**src/rtl/dmem_port_arbiter.sv**
```systemverilog
// ============================================================================
// dmem_port_arbiter: shares the DataMemory port between the CPU MEM stage and
// an auxiliary word requester; CPU-priority with a starvation-forced AUX burst.
// Revision: 1.0
// ============================================================================
`default_nettype none

module dmem_port_arbiter #(
  parameter int         MAX_WAIT  = 4,
  parameter int         AUX_BURST = 2,
  parameter logic [1:0] WORD_CODE = 2'b01
) (
  input  logic        Clk,
  input  logic        Reset,
  input  logic [1:0]  cpu_mem_write,
  input  logic [1:0]  cpu_mem_read,
  input  logic [31:0] cpu_addr,
  input  logic [31:0] cpu_wdata,
  output logic [31:0] cpu_rdata,
  output logic        cpu_stall,
  input  logic        aux_req,
  input  logic        aux_we,
  input  logic [31:0] aux_addr,
  input  logic [31:0] aux_wdata,
  output logic        aux_gnt,
  output logic        aux_rvalid,
  output logic [31:0] aux_rdata,
  output logic [31:0] mem_addr,
  output logic [31:0] mem_wdata,
  output logic [1:0]  mem_write,
  output logic [1:0]  mem_read,
  input  logic [31:0] mem_rdata
);

  localparam logic [7:0] MAX_WAIT_C  = 8'(MAX_WAIT);
  localparam logic [7:0] AUX_BURST_C = 8'(AUX_BURST);
  localparam logic       BURST_EN_C  = (AUX_BURST > 1);

  typedef enum logic [0:0] {
    ST_CPU       = 1'b0,
    ST_AUX_BURST = 1'b1
  } state_e;

  state_e      state_q, state_d;
  logic [7:0]  aux_wait_q, aux_wait_d;
  logic [7:0]  burst_cnt_q, burst_cnt_d;
  logic        aux_rvalid_q, aux_rvalid_d;
  logic [31:0] aux_rdata_q, aux_rdata_d;

  logic        cpu_req;
  logic        wait_hit;
  logic        gnt_raw;

  always_comb begin
    cpu_req     = (|cpu_mem_write) | (|cpu_mem_read);
    wait_hit    = (aux_wait_q == MAX_WAIT_C);
    state_d     = state_q;
    burst_cnt_d = burst_cnt_q;
    gnt_raw     = 1'b0;

    case (state_q)
      ST_CPU: begin
        gnt_raw = aux_req & (~cpu_req | wait_hit);
        if (aux_req & cpu_req & wait_hit & BURST_EN_C) begin
          state_d     = ST_AUX_BURST;
          burst_cnt_d = 8'd1;
        end
      end
      ST_AUX_BURST: begin
        if (aux_req) begin
          gnt_raw     = 1'b1;
          burst_cnt_d = burst_cnt_q + 8'd1;
          if (burst_cnt_q + 8'd1 == AUX_BURST_C) begin
            state_d     = ST_CPU;
            burst_cnt_d = 8'd0;
          end
        end else begin
          state_d     = ST_CPU;
          burst_cnt_d = 8'd0;
        end
      end
      default: begin
        state_d     = ST_CPU;
        burst_cnt_d = 8'd0;
      end
    endcase

    // Reset is used combinationally so the port goes quiet the moment it asserts.
    aux_gnt   = Reset & gnt_raw;
    cpu_stall = cpu_req & aux_gnt;

    if (aux_gnt | ~aux_req) begin
      aux_wait_d = 8'd0;
    end else if (!wait_hit) begin
      aux_wait_d = aux_wait_q + 8'd1;
    end else begin
      aux_wait_d = aux_wait_q;
    end

    if (aux_gnt) begin
      mem_addr  = aux_addr;
      mem_wdata = aux_wdata;
      mem_write = aux_we ? WORD_CODE : 2'b00;
      mem_read  = aux_we ? 2'b00 : WORD_CODE;
    end else begin
      mem_addr  = cpu_addr;
      mem_wdata = cpu_wdata;
      mem_write = Reset ? cpu_mem_write : 2'b00;
      mem_read  = Reset ? cpu_mem_read  : 2'b00;
    end

    cpu_rdata    = mem_rdata;
    aux_rvalid_d = aux_gnt & ~aux_we;
    aux_rdata_d  = (aux_gnt & ~aux_we) ? mem_rdata : aux_rdata_q;
    aux_rvalid   = aux_rvalid_q;
    aux_rdata    = aux_rdata_q;
  end

  always_ff @(posedge Clk or negedge Reset) begin
    if (!Reset) begin
      state_q      <= ST_CPU;
      aux_wait_q   <= 8'd0;
      burst_cnt_q  <= 8'd0;
      aux_rvalid_q <= 1'b0;
      aux_rdata_q  <= 32'd0;
    end else begin
      state_q      <= state_d;
      aux_wait_q   <= aux_wait_d;
      burst_cnt_q  <= burst_cnt_d;
      aux_rvalid_q <= aux_rvalid_d;
      aux_rdata_q  <= aux_rdata_d;
    end
  end

endmodule

`default_nettype wire

```
**config.mk**
```make
export PLATFORM = sky130hd
export DESIGN_NAME = dmem_port_arbiter
export DESIGN_NICKNAME = d
export VERILOG_FILES = /design/src/rtl/dmem_port_arbiter.sv
export SDC_FILE = /design/constraint.sdc
export NUM_CORES = 1
export LEC_CHECK = 0
export ABC_AREA = 1
export ABC_CLOCK_PERIOD_IN_PS = 1810
export BUFFER_PORTS_ARGS = -buffer_cell sky130_fd_sc_hd__buf_2
export CORE_AREA = 4 4 116 118
export DETAILED_ROUTE_END_ITERATION = 8
export DIE_AREA = 0 0 120 122
export GPL_TIMING_DRIVEN = 1
export PLACE_DENSITY = 0.59
export SLEW_MARGIN = 25
export SYNTH_ARGS = -nofsm -noshare
export SYNTH_HDL_FRONTEND = slang
export SYNTH_SLANG_ARGS = --single-unit
```
**constraint.sdc**
```tcl
create_clock -name Clk -period 1.81 [get_ports Clk]
set_input_delay 0.0905 -clock Clk [delete_from_list [all_inputs] [get_ports Clk]]
set_output_delay 0.0905 -clock Clk [all_outputs]
set_load 0.01 [all_outputs]
```
==> results.toml <==
[floorplanning]
die_h_um = 122
core-area_sq_um = 12500
initial_core_util = 0.275
io_pins = 303
die_x_um = 120
dieArea_sq_um = 14600
core.rowCount = 41

[pwr]
peakVddDrop_mv = 0.405
p_leak_nw = 3.53
p_total_w = 0.00595
powerDensity_nw_per_um2 = 974

[final_layout]
postLayoutCoreUtil = 0.490
drive_gt1_frac = 0.561
num-fill-cells = 1295
area_delta_synth_final_pct = 78.4
fin_cells = 990
final_nets = 988

[synthesis]
async_reset_ff_frac = 1.00
ys_seq_area_frac = 0.365
synth_most_common_cell = "nand2_1"
synth.avg_cell_area_sq_um = 6.51
ys.warnings.count = 0
synth_top_area_frac = 0.365
yosys.area.top_type = "dfrtp_1"
syn_area_sq_um = 3430
yosysUniqueCellTypes = 25
syn_nets = 698
synth_edf_count = 0
synth_common_cells = "nand2_1 (297), dfrtp_1 (50), nand4_1 (33), buf_4 (32), nor2_1 (20)"
synthTopCellsByArea = "dfrtp_1 (37%), nand2_1 (33%), buf_4 (7.0%)"
ys_ff_latch = 50
synthCells = 526
synthFlopType = "dfrtp_1"

[routing]
wirelength_um = 16100
num_vias = 4400
first_iter_violations = 133
drc = 0
drt_first_pass_iters = 4
routed_via_density = 4.44
ant_nets = 0
wire_per_inst_um = 16.2

[placed_design]
place_inst = 960
pre_cts_ws_ns = 0.0685
port_buffers = 302
place_congestion = 0.883
place.detailed.hpwl_um = 12300

[setup_path]
end_kind = "output pin"
crit_fanout = 5
cp-start-kind = "flip-flop"
cp.required_ns = 1.72
cp.arrival_ns = 1.92
crit_type = "flip-flop to output pin"

[clocking]
numCtsBuffers = 5
cts_root_buf = "clkbuf_16"
clock_latency_ns = 0.28
cts.sinks = 50
clockBufferDepth = 2
cts_tree = "built"
htreeDepth = 2
path_clk_slew_ns = 0.07

[min_path]
hold_path.class = "primary input to flip-flop"

[sta]
fin_crit_sh = 1.11
setup_viol = 78
rsz0062_at_grt = "true"
relSlewSlack = 0.719
setup_slack_ns = -0.205
min_period_ns = 2.02
worst_pin_slew_ns = 0.421
finalSetupTns_ns = -12.51
hold_violations = 0
skew_ns = 0.00507
fmax_mhz = 496
final_max_slew_viol_count = 0

[status]
violations = "negative setup slack"
status = "complete, but fails checks"

[grt]
grt_max_degree = 38
grt_usage = 0.198
grt_pass1_wl_um = 22500
antenna_found_initial = 2
grt-ovfl-total = 0
grt_pass1_vias = 4095

[run]
maxCapViolations = 0
final cells by class:
class	instances	area, sq um	share of cell area
clock inverter	1	8.76	0.00143
antenna	1	2.50	0.000409
inverter	23	98.8	0.0162
clock buffer	7	153	0.0250
sequential	50	1250	0.205
multi-input combinational	394	2110	0.345
timing repair buffer	342	2270	0.372
tap	172	215	0.0352
cell families (layout without fill, tap and decap cells):
family,after synthesis,after routing,share of synthesized area
compound gates,14,14,0.0226
xor+xnor,6,6,0.0153
fa+ha+maj,4,4,0.0146
buf+inv,82,373,0.137
flops,50,50,0.365
other cells,0,1,0
simple gates,370,370,0.445
per-stage QoR:
stage / cell area (sq um) / hold slack [ns]
after floorplan: 3430 / -0.205
after global placement: 4960 / 0.163
after detailed placement: 4960 / 0.144
after CTS: 5670 / 0.0598
after global routing: 6110 / 0.0675
final: 6110 / 0.0636
registers in the layout, summed over array words and instances (netlist names):
signal,flops
aux_rdata,32
burst_cnt_q,8
aux_wait_q,8
state_q,1
aux_rvalid,1
power by group:
group | switching (W) | internal [W] | total, W
clock | 0.000406 | 0.000591 | 0.000996
combinational | 0.00167 | 0.00148 | 0.00316
sequential | 0.000290 | 0.00151 | 0.00180
total | 0.00237 | 0.00359 | 0.00595
placed cells by master, fill, tap and decap left out, drive strengths merged, types with 4 or more instances in the layout:
master    n
dfrtp    50
buf     335
ha        4
nand4    33
o21ai     6
inv      20
nor2     21
clkbuf   13
a21oi     4
nand2   298
clkinv    4
nand3    17
path summary, 6_finish.rpt:
path                               start             end  slack, ns  depth (start not counted)
min reg2reg                aux_rdata[10]   aux_rdata[10]       0.46                          2
max in group asynchronous          Reset  burst_cnt_q[5]       0.67                          4
max reg2reg                aux_wait_q[0]   aux_rdata[17]      -0.12                         14
min in group asynchronous          Reset  burst_cnt_q[2]       0.41                          3
min                         mem_rdata[8]    aux_rdata[8]       0.06                          3
max                        aux_wait_q[0]    mem_wdata[6]      -0.21                         12
critical path: stages, from the launching register on:
cell	delay, ns
dfrtp_1	0.38
inv_2	0.08
ha_4	0.13
nand3b_1	0.09
nor2_2	0.16
inv_2	0.07
nand3_4	0.09
nand2_8	0.10
buf_12	0.16
clkbuf_16	0.15
nand2_2	0.05
nand2_1	0.04
buf_2	0.13
metal layers:
| layer | vias up | wire [um] | GRT usage |
|---|---|---|---|
| li1 | 2195 | - | - |
| met2 | 205 | 8180 | 0.357 |
| met5 | - | 8 | 0 |
| met3 | 26 | 1430 | 0.0492 |
| met1 | 1972 | 6100 | 0.234 |
| met4 | 2 | 362 | 0.0515 |
timing repair:
action                                 in CTS  in global routing
buffers inserted                            9                  3
cloned                                      5                  6
endpoints found under the hold margin      19                  0
resized for setup                          91                100
hold buffers                                1                  0
setup endpoints to repair                  70                109
pin swaps                                   9                 14
(Power assumes the default switching activity.)
